$ cat config.mk
export PLATFORM = sky130hd
export DESIGN_NAME = block_merger
export DESIGN_NICKNAME = d
export VERILOG_FILES = /design/src/rtl/block_merger.sv
export SDC_FILE = /design/constraint.sdc
export NUM_CORES = 1
export LEC_CHECK = 0
export BUFFER_PORTS_ARGS = -buffer_cell sky130_fd_sc_hd__buf_2
export CORE_UTILIZATION = 58
export CTS_BUF_LIST = sky130_fd_sc_hd__clkbuf_8
export DETAILED_ROUTE_END_ITERATION = 6
export GPL_TIMING_DRIVEN = 0
export PLACE_DENSITY_LB_ADDON = 0.25
export SYNTH_ARGS = -nofsm -noshare
export SYNTH_HDL_FRONTEND = slang
export SYNTH_SLANG_ARGS = --single-unit
export TNS_END_PERCENT = 5
$ cat constraint.sdc
create_clock -name clk -period 6.24 [get_ports clk]
set_input_delay 0.312 -clock clk [delete_from_list [all_inputs] [get_ports clk]]
set_output_delay 0.312 -clock clk [all_outputs]
set_load 0.02 [all_outputs]
$ cat src/rtl/block_merger.sv
// block_merger: scatters toggle-strobed pixels of M x M blocks into a raster-ordered frame memory.
// Define BLOCK_MERGER_CHECKSUM_EN to build the running checksum of written pixel data.
module block_merger #(
    parameter int Data_Depth = 8,
    parameter int Addr_Width = 19,
    parameter int Img_Size   = 720
) (
    input  logic                  clk,
    input  logic                  rst,
    input  logic                  cfg_valid,
    input  logic [7:0]            cfg_M,
    input  logic [Data_Depth-1:0] Pixel_Data,
    input  logic                  new_pixel,
    input  logic                  done_in,
    output logic                  mem_we,
    output logic [Addr_Width-1:0] mem_addr,
    output logic [Data_Depth-1:0] mem_data,
    output logic                  block_done,
    output logic                  frame_done,
    output logic                  busy,
    output logic                  err_cfg,
    output logic                  err_overrun,
    output logic                  err_underrun,
    output logic [26:0]           frame_checksum
);
    localparam int PW  = Addr_Width + 8;
    localparam int BW  = 16;
    localparam int BW1 = BW + 1;
    localparam logic [PW-1:0] IMG_P = PW'(Img_Size);
    localparam logic [BW:0]   IMG_B = BW1'(Img_Size);

    typedef enum logic [1:0] {
        ST_IDLE = 2'd0,
        ST_RUN  = 2'd1,
        ST_WAIT = 2'd2
    } state_t;

    state_t                r_state;
    logic                  r_new_pixel_d;
    logic                  r_done_d;
    logic [7:0]            r_m;
    logic [12:0]           r_mm;
    logic [7:0]            r_c;
    logic [7:0]            r_r;
    logic [12:0]           r_cnt;
    logic [BW-1:0]         r_col_base;
    logic [BW-1:0]         r_row_base;
    logic                  r_mem_we;
    logic [Addr_Width-1:0] r_mem_addr;
    logic [Data_Depth-1:0] r_mem_data;
    logic                  r_block_done;
    logic                  r_frame_done;
    logic                  r_busy;
    logic                  r_err_cfg;
    logic                  r_err_overrun;
    logic                  r_err_underrun;

    logic                  w_pix_stb;
    logic                  w_done_stb;
    logic                  w_cfg_ok;
    logic                  w_write;
    logic [12:0]           w_cnt_next;
    logic [Addr_Width-1:0] w_addr;
    logic [BW:0]           w_col_end;
    logic [BW:0]           w_row_end;
    logic                  w_col_wrap;
    logic                  w_last;

    assign w_pix_stb  = new_pixel ^ r_new_pixel_d;
    assign w_done_stb = done_in & ~r_done_d;
    assign w_cfg_ok   = (r_state == ST_IDLE) && cfg_valid && (cfg_M != 8'd0);
    assign w_write    = w_pix_stb && (r_state == ST_RUN) && (r_cnt < r_mm);
    // The pixel accepted in a done cycle counts toward the underrun check.
    assign w_cnt_next = r_cnt + {12'd0, w_write};
    assign w_addr     = Addr_Width'((PW'(r_row_base) + PW'(r_r)) * IMG_P
                                    + PW'(r_col_base) + PW'(r_c));
    assign w_col_end  = {1'b0, r_col_base} + {{(BW1-8){1'b0}}, r_m};
    assign w_row_end  = {1'b0, r_row_base} + {{(BW1-8){1'b0}}, r_m};
    assign w_col_wrap = (w_col_end >= IMG_B);
    assign w_last     = w_col_wrap && (w_row_end >= IMG_B);

    // Strobe history, tracked in every state so IDLE toggles are absorbed.
    always_ff @(posedge clk or posedge rst) begin
        if (rst) begin
            r_new_pixel_d <= 1'b0;
            r_done_d      <= 1'b0;
        end else begin
            r_new_pixel_d <= new_pixel;
            r_done_d      <= done_in;
        end
    end

    // Control FSM with block position counters and registered memory port.
    always_ff @(posedge clk or posedge rst) begin
        if (rst) begin
            r_state        <= ST_IDLE;
            r_m            <= 8'd0;
            r_mm           <= 13'd0;
            r_c            <= 8'd0;
            r_r            <= 8'd0;
            r_cnt          <= 13'd0;
            r_col_base     <= {BW{1'b0}};
            r_row_base     <= {BW{1'b0}};
            r_mem_we       <= 1'b0;
            r_mem_addr     <= {Addr_Width{1'b0}};
            r_mem_data     <= {Data_Depth{1'b0}};
            r_block_done   <= 1'b0;
            r_frame_done   <= 1'b0;
            r_busy         <= 1'b0;
            r_err_cfg      <= 1'b0;
            r_err_overrun  <= 1'b0;
            r_err_underrun <= 1'b0;
        end else begin
            r_mem_we     <= 1'b0;
            r_block_done <= 1'b0;
            r_frame_done <= 1'b0;
            case (r_state)
                ST_IDLE: begin
                    if (w_cfg_ok) begin
                        r_m        <= cfg_M;
                        r_mm       <= {5'd0, cfg_M} * {5'd0, cfg_M};
                        r_c        <= 8'd0;
                        r_r        <= 8'd0;
                        r_cnt      <= 13'd0;
                        r_col_base <= {BW{1'b0}};
                        r_row_base <= {BW{1'b0}};
                        r_err_cfg  <= 1'b0;
                        r_busy     <= 1'b1;
                        r_state    <= ST_RUN;
                    end else if (cfg_valid) begin
                        r_err_cfg <= 1'b1;
                    end
                end
                ST_RUN, ST_WAIT: begin
                    if (w_write) begin
                        r_mem_we   <= 1'b1;
                        r_mem_addr <= w_addr;
                        r_mem_data <= Pixel_Data;
                        r_cnt      <= w_cnt_next;
                        if (r_c == r_m - 8'd1) begin
                            r_c <= 8'd0;
                            r_r <= r_r + 8'd1;
                        end else begin
                            r_c <= r_c + 8'd1;
                        end
                    end else if (w_pix_stb && (r_state == ST_WAIT)) begin
                        r_err_overrun <= 1'b1;
                    end

                    // Block end overrides the counter updates above.
                    if (w_done_stb) begin
                        if (w_cnt_next < r_mm) begin
                            r_err_underrun <= 1'b1;
                        end
                        r_block_done <= 1'b1;
                        r_c          <= 8'd0;
                        r_r          <= 8'd0;
                        r_cnt        <= 13'd0;
                        if (w_col_wrap) begin
                            r_col_base <= {BW{1'b0}};
                            r_row_base <= r_row_base + {{(BW-8){1'b0}}, r_m};
                        end else begin
                            r_col_base <= r_col_base + {{(BW-8){1'b0}}, r_m};
                        end
                        if (w_last) begin
                            r_frame_done <= 1'b1;
                            r_busy       <= 1'b0;
                            r_state      <= ST_IDLE;
                        end else begin
                            r_state <= ST_RUN;
                        end
                    end else if (w_write && (w_cnt_next == r_mm)) begin
                        r_state <= ST_WAIT;
                    end
                end
                default: begin
                    r_busy  <= 1'b0;
                    r_state <= ST_IDLE;
                end
            endcase
        end
    end

`ifdef BLOCK_MERGER_CHECKSUM_EN
    logic [26:0] r_checksum;

    // Running sum of written pixels; no writes occur in IDLE, so it holds after frame_done.
    always_ff @(posedge clk or posedge rst) begin
        if (rst) begin
            r_checksum <= 27'd0;
        end else if (w_cfg_ok) begin
            r_checksum <= 27'd0;
        end else if (w_write) begin
            r_checksum <= r_checksum + 27'(Pixel_Data);
        end
    end

    assign frame_checksum = r_checksum;
`else
    assign frame_checksum = 27'd0;
`endif

    assign mem_we       = r_mem_we;
    assign mem_addr     = r_mem_addr;
    assign mem_data     = r_mem_data;
    assign block_done   = r_block_done;
    assign frame_done   = r_frame_done;
    assign busy         = r_busy;
    assign err_cfg      = r_err_cfg;
    assign err_overrun  = r_err_overrun;
    assign err_underrun = r_err_underrun;

endmodule

# Word level (Yosys, flattened, before mapping)
# Index checks and enable logic that the tools add are counted.
# op_classes
addsub	11
mul	2
order_cmp	4
n_eq_ne	11
n_mux	38
bitwise	4
reduce_logical	23
# ops
op	n
16-bit 2-to-1 mux	5
16-bit case mux with 2 select lines	2
8-bit 2-to-1 mux	7
16-bit by 8-bit adder with 17-bit output	3
13-bit 2-to-1 mux	3
17-bit by 10-bit >= comparator with 1-bit output (second input constant)	2
16-bit by 8-bit adder with 16-bit output	2
8-bit case mux with 2 select lines	2
13-bit less-than comparator	2
13-bit case mux with 2 select lines	1
19-bit by 16-bit adder with 19-bit output	1
19-bit by 8-bit adder with 19-bit output	1
17-bit by 6-bit multiplier with 15-bit output (second input constant)	1
8-bit by 1-bit adder with 8-bit output (second input constant)	2
3-bit AND reduction	5
13-bit by 1-bit adder with 13-bit output	1
13-bit == test	1
8-bit by 8-bit multiplier with 13-bit output	1
1-bit 2-to-1 mux	13
3-bit != test (second input constant)	3
8-bit == test	1
2-bit != test (second input constant)	4
2-bit AND reduction	4
4-bit AND reduction	2
14 further kinds	24
# word_totals
regBits	120
output_inout_bits	61
wordCells	112

# Logic depth before layout (Yosys ltp)
# Gate-level depths: netlist of run 1.
# depth
word_depth	9
mapped_depth	30
mapped_depth_nobuf	30

# Worst setup path before layout of run 1
# OpenSTA, ideal clock, no wires.
# synth_path
path_type	register -> register
from	register r_r[0]
to	register r_mem_addr[18] (netlist: mem_addr[18])
setup_ns	0.134
arrival_ns	5.876
path_slack_ns	0.230
stages_incl_launch_ff	29
period_less_slack_ns	6.010
cell_sequence	dfrtp_1 -> ha_1 -> inv_1 -> fa_1 -> nor2b_1 -> o2111a_1 -> or2_2 -> nor2_1 -> xnor2_1 -> ha_1 -> inv_1 -> fa_1 -> fa_1 -> inv_1 -> ha_1 -> nor2b_1 -> o21ai_0 -> a21boi_0 -> o21ai_0 -> nor2b_1 -> xnor2_1 -> ha_1 -> ha_1 -> nor2_1 -> a2111oi_0 -> o21a_1 -> o21ai_0 -> xnor2_1 -> o21ai_0
# synth_between
elab_chain_len	4
# synth_lines
element	line_no	rtl
start, declared	44	logic [7:0] r_r;
start signal, assigned	142	r_r <= r_r + 8'd1;
16-bit by 8-bit adder with 17-bit output	75	assign w_addr = Addr_Width'((PW'(r_row_base) + PW'(r_r)) * IMG_P
17-bit by 6-bit multiplier with 15-bit output	75	
19-bit by 16-bit adder with 19-bit output	76	+ PW'(r_col_base) + PW'(r_c));
19-bit by 8-bit adder with 19-bit output	76	
end signal, assigned	105	r_mem_addr <= {Addr_Width{1'b0}};
end signal, assigned	137	r_mem_addr <= w_addr;
end, declared	49	logic [Addr_Width-1:0] r_mem_addr;
# No other way between the ends.
# A chain may end at the register's enable or synchronous reset.

# Worst setup path in the final report of run 1
# Same ends and word-level chain as after synthesis.

==> metrics, run 1 <==
Critical R2R Capture=mem_addr[18]; die area=19700 µm²; status=completed; Vias=9239; RSZ-0062 raised after global routing=true; die height=140 µm; Layout Nets=1596; Leakage=6.53 nW; Worst R2R Path Depth=28; Top delay family on crit path=adder cells; Pre-Repair DR Iteration Count=5; main combinational cell family by area after synthesis=adder cells; Max FO, Critical Path=5; CTS sink count=118; GR Util All Layers=0.265; Worst Tran Pin Value=0.753 ns; WP depth=28; CP endpoint kind=register; post-synthesis adder-cell area fraction=0.238; Worst Hold Launch=Pixel_Data[7]; Slowest-stage cell, CP=fa_1; Starting Density=0.592; initial antenna violation count=0; core area=18800 µm²; GRT overflow=0; CTS max path bufs=2; CTS buffer count=17; Finish-stage setup viols=0; Area Growth Syn to Fin=12.1%; DR vias/cell=5.64; vias in the first global route=8885; clock slew at reported path FFs=0.08 ns; Compound-Gate Fraction of Synth Area=0.172; Yosys Warn Count=0; DRC Markers=0; Post-DP Area=11800 µm²; area of the multi-input gates=7580 µm²; TritonCTS clock tree=yes; fill cell count=1598; Setup crit start kind=register; register area=2960 µm²; CP arrival=6.37 ns; Final HPWL DP=19.4 mm; Syn Inst Count=1281; port bufs=54; Cell Rows=50; layout cells sized above 1=0.123; met3 Use GR=0.0496; utilization after layout=0.664; pin count of the biggest net entering global routing=93; die width=140 µm; final period utilization=0.967; largest cells by area after synthesis=dfrtp_1 27%, ha_1 15%, fa_1 8.5%; drt first-iter violations=440; Synth Area in Simple Gates=0.156; Final min period=6.03 ns; Buf/Inv on CP=3; Seq/Total Area, Yosys=0.266; fmax=0.166 GHz; Hold Crit Endpoint=mem_data[7]; number of flops mapped to enable cells by yosys=0; CP max stage delay=0.51 ns; Mean Syn Cell Area=8.67 µm²; IO Pins=82; routing usage on met1=0.335; M2 GR Usage=0.461; Worst EP required=6.58 ns; Max Clock Skew=0.0101 ns; first-pass GRT wire length=41.7 mm; WL/cell=15.4 µm; dpl ws=-0.591 ns; root buf cell=clkbuf_8; GRT Max-Usage Layer=met2; ys flop type=dfrtp_1; maximum vdd drop=0.213 mV; reg2reg setup slack=0.21 ns; Hold WC Path Type=in2reg; final worst slack=0.206 ns; diodes inserted=0; WS Path Type=reg2reg; Synth area leader=dfrtp_1; Max-Cap Viols=0; Post-DRT Antenna Nets=0; H-tree levels=4; Slew HR=0.498; Synth cell types=66; Total Power=5.78 mW; final hold vios=0; synthesized area=11100 µm²; mux contribution to synthesized area=0.00856; Slew Limit Fails=0; Yosys top cell area share=0.266; Hold Crit Depth=3; WHS=0.0352 ns; design area=12500 µm²; RR Startpoint=r_r[0]; Power Density=464 nW/µm²; post-synthesis xor/xnor area fraction=0.0817; Worst-Skew Late Latency=0.46 ns; final RePlAce weighted congestion=0.890; Worst path most repeated cell=ha_1; Async SR Flop Fraction=1.00; #FFs+latches synth=118; Routed Wire Length=25.2 mm
[logic make-up after synthesis]
| kind of cell | Yosys count |
|---|---|
| AOI/OAI and AO/OA | 293 |
| xor gates and xnor gates | 102 |
| adders and majority gates | 183 |
| buffers and inverters | 200 |
| DFF | 118 |
| muxes | 9 |
| other | 1 |
| and+or+nand+nor | 375 |
[cells in the final DEF, fill, tap and decap left out, drive strengths merged, types with 4 or more instances in the layout]
| cell type | instances |
|---|---|
| clkbuf | 54 |
| dfrtp | 118 |
| xor2 | 40 |
| nand3 | 28 |
| nor2b | 12 |
| a211oi | 8 |
| a21oi | 50 |
| o21ai | 111 |
| a21o | 24 |
| and3 | 18 |
| and2 | 16 |
| or2 | 9 |
| mux2 | 4 |
| o21bai | 9 |
| a41o | 4 |
| ha | 136 |
| nand2b | 16 |
| conb | 27 |
| a211o | 6 |
| o31ai | 17 |
| o41ai | 6 |
| nand2 | 158 |
| a2111oi | 6 |
| nand3b | 5 |
| or3 | 9 |
| buf | 92 |
| nor2 | 67 |
| fa | 47 |
| o21a | 12 |
| nor3 | 18 |
| nor4 | 8 |
| a31oi | 7 |
| a31o | 4 |
| xnor2 | 61 |
| mux2i | 5 |
| nand4 | 9 |
| clkinv | 4 |
| inv | 138 |
[how the worst max path moves through the flow]
stage            from      endpoint  slack (ns)
6_report       r_r[0]  mem_addr[18]        0.21
5_1_grt        r_r[0]  mem_addr[17]       -0.06
4_1_cts        r_r[0]  mem_addr[18]        0.01
3_5_place_dp   r_r[0]  mem_addr[18]       -0.59
3_3_place_gp   r_r[0]  mem_addr[18]       -0.46
2_1_floorplan  r_r[0]  mem_addr[18]        0.23
[metrics by stage]
step / TNS (ns) / instances
after floorplan: 0 / 1307
after global placement: -0.825 / 1595
after detailed placement: -1.31 / 1596
after CTS: 0 / 1630
after global routing: -0.107 / 1637
final: 0 / 1637
[registers in the layout (all words and copies together) (netlist names)]
register	cells
r_row_base	16
r_done_d	1
r_c	8
r_cnt	13
frame_done	1
err_underrun	1
r_mm	11
r_col_base	16
mem_addr	19
busy	1
err_overrun	1
r_m	8
mem_data	8
r_new_pixel_d	1
err_cfg	1
mem_we	1
block_done	1
r_state	2
r_r	8
[routing by layer]
layer,part of all wire,vias up
met1,0.44,4430
li1,-,4556
met5,0,-
met4,0.020,0
met2,0.50,212
met3,0.041,41
[layout make-up]
| type | instances | share of cell area |
|---|---|---|
| multi-input combinational | 989 | 0.608 |
| sequential | 118 | 0.237 |
| inverter | 137 | 0.0417 |
| timing repair buffer | 66 | 0.0311 |
| buffer | 63 | 0.0273 |
| tap | 234 | 0.0235 |
| clock buffer | 20 | 0.0221 |
| clock inverter | 10 | 0.00854 |
[worst min-delay path: stages]
cell     delay, ns
buf_2         0.07
nand2_1       0.04
nand2_1       0.04
[report_power, final]
group | total, mW | leakage (nW) | switching, mW | internal (mW)
sequential | 1.18 | 1.56 | 0.205 | 0.973
clock | 0.702 | 0.193 | 0.325 | 0.377
combinational | 3.90 | 4.78 | 2.34 | 1.56
total | 5.78 | 6.53 | 2.87 | 2.91
[synth_stat cells, types with 11 or more instances]
library cell	instances
clkbuf_1	34
and2_1	16
o21ai_1	11
dfrtp_1	118
nand2_1	157
nor2_1	67
xor2_1	40
and3_1	18
a21o_1	24
o31ai_1	17
nor2b_1	12
nand3_1	28
o21ai_0	99
ha_1	136
xnor2_1	61
inv_1	135
a21oi_1	50
fa_1	47
nor3_1	18
nand2b_1	16
buf_4	27
o21a_1	12
[what timing repair did]
action / 4_1_cts / 5_1_grt
hold buffers: 3 / 0
resized for setup: 9 / 30
pin swaps: 2 / 9
buffers inserted: 1 / 7
setup endpoints to repair: 5 / 5
endpoints found under the hold margin: 28 / 0
No activity file was read; power rests on OpenSTA's default activity.
==> run 2, diff against run 1 <==
HOLD_SLACK_MARGIN = 0.08   (was unset)
RECOVER_POWER = 25   (was unset)
==> run 2 against run 1 <==
Net effect: the run now ends with max-capacitance violations, max-slew violations left; non-clock buffer count up 8; register-to-register slack about the same; fmax up 0.19%; first-iteration DRC count down 8.9%; clock skew up 0.0026 ns; via count up 0.31%; sequential share of layout area down 0.097 points; clock power about the same; worst setup slack better by 0.011 ns; sequential power about the same; power up 0.13%; count of clock-buffer cells in the layout unchanged.
==> metrics, run 2 (synthesized netlist as in run 1, its figures left out) <==
die width=140 µm; most frequent cells in the layout=157 x nand2_1, 134 x inv_1, 132 x ha_1; Cells after DPL=1596; core area=18800 µm²; utilization after layout=0.666; Worst-Skew Late Latency=0.47 ns; pin count of the biggest net entering global routing=93; H-tree levels=4; port bufs=54; final cell count without fillers=1645; final hold vios=0; clock slew at reported path FFs=0.08 ns; Starting Density=0.592; Worst path most repeated cell=ha_1; IO Pins=82; Max Clock Skew=0.0126 ns; Setup crit start kind=register; Vias=9268; Slowest-stage cell, CP=fa_1; final RePlAce weighted congestion=0.890; Pre-Repair DR Iteration Count=5; Final HPWL DP=19.4 mm; Routed Wire Length=25.3 mm; WHS=0.128 ns; commonest non-fill, non-tap cell in the layout=nand2_1; GRT overflow=0; final setup TNS=0 ns; violated checks=max-capacitance violations, max-slew violations; Layout Nets=1604; Slew Limit Fails=93; Hold WC Path Type=in2reg; status=finished with violations; DRC Markers=0; CTS max path bufs=2; RSZ-0062 raised after global routing=true; Worst EP required=6.58 ns; Worst Tran Pin Value=2.29 ns; max reg flops=19; fmax=0.166 GHz; CP endpoint kind=register; Slew HR=-0.528; CTS buffer count=17; Area Growth Syn to Fin=12.6%; TritonCTS clock tree=yes; Cell Rows=50; WS Path Type=reg2reg; drt first-iter violations=401; root buf cell=clkbuf_8; DR vias/cell=5.63; vias in the first global route=8970; CP arrival=6.36 ns; initial antenna violation count=0; register area=2960 µm²; Power Density=463 nW/µm²; Post-DRT Antenna Nets=0; area of the multi-input gates=7580 µm²; first-pass GRT wire length=42.0 mm; fill cell count=1592; Final min period=6.02 ns; Finish-stage setup viols=0; GR Util All Layers=0.267; layout cells sized above 1=0.121; WL/cell=15.4 µm; Max-Cap Viols=1; die area=19700 µm²; die height=140 µm; diodes inserted=0; Max FO, Critical Path=5; final period utilization=0.965; CTS sink count=118; CP max stage delay=0.51 ns; Leakage=6.55 nW; maximum vdd drop=0.212 mV
run 2: per-layer routing:
metal / GRT usage / part of all wire
met3: 0.0496 / 0.043
met2: 0.466 / 0.50
met1: 0.336 / 0.44
met4: 0.0810 / 0.019
met5: 0 / 0
run 2: worst paths after layout:
check | startpoint | to | slack (ns) | depth (start not counted)
setup / recovery | r_r[0] | mem_addr[18] | 0.22 | 28
hold / removal | cfg_valid | err_cfg | 0.13 | 3
setup reg to reg | r_r[0] | mem_addr[18] | 0.22 | 28
hold reg to reg | mem_addr[0] | mem_addr[0] | 0.47 | 2
max in group asynchronous | rst | r_r[1] | 2.68 | 4
min in group asynchronous | rst | mem_addr[18] | 0.62 | 3
run 2: what timing repair did:
item | in CTS | in global routing
pin swaps | 2 | 9
gates cloned | 0 | 0
setup buffers | 1 | 7
gates resized for setup | 9 | 30
hold buffers | 11 | 0
setup endpoints to repair | 5 | 5
endpoints found under the hold margin | 36 | 0
run 2: critical path, delay by kind of cell, from the launching register on:
family,cells,cell delay [ns]
compound gates,8,1.29
buf+inv,3,0.20
flops,1,0.43
simple gates,6,1.10
xor+xnor,3,0.41
fa+ha+maj,8,2.44
run 2: per-stage QoR:
step / worst slack [ns] / cell area (µm²) / power [mW]
2_1_floorplan: 0.230 / 11200 / 4.02
3_3_place_gp: -0.464 / 11800 / 4.83
3_5_place_dp: -0.591 / 11800 / 4.93
4_1_cts: 0.0111 / 12300 / 5.69
5_1_grt: -0.0555 / 12500 / 6.35
6_report: 0.217 / 12500 / 5.79
run 2: layout make-up:
cell class                 instances  share of cell area
sequential                       118               0.236
tap                              234              0.0234
multi-input combinational        989               0.606
timing repair buffer              74              0.0354
buffer                            63              0.0272
clock buffer                      20              0.0220
clock inverter                    10             0.00850
inverter                         137              0.0412
run 2: where the power goes:
part           switching (mW)  total [mW]  internal (mW)
clock                   0.327       0.704          0.377
sequential              0.206        1.18          0.973
combinational            2.35        3.90           1.56
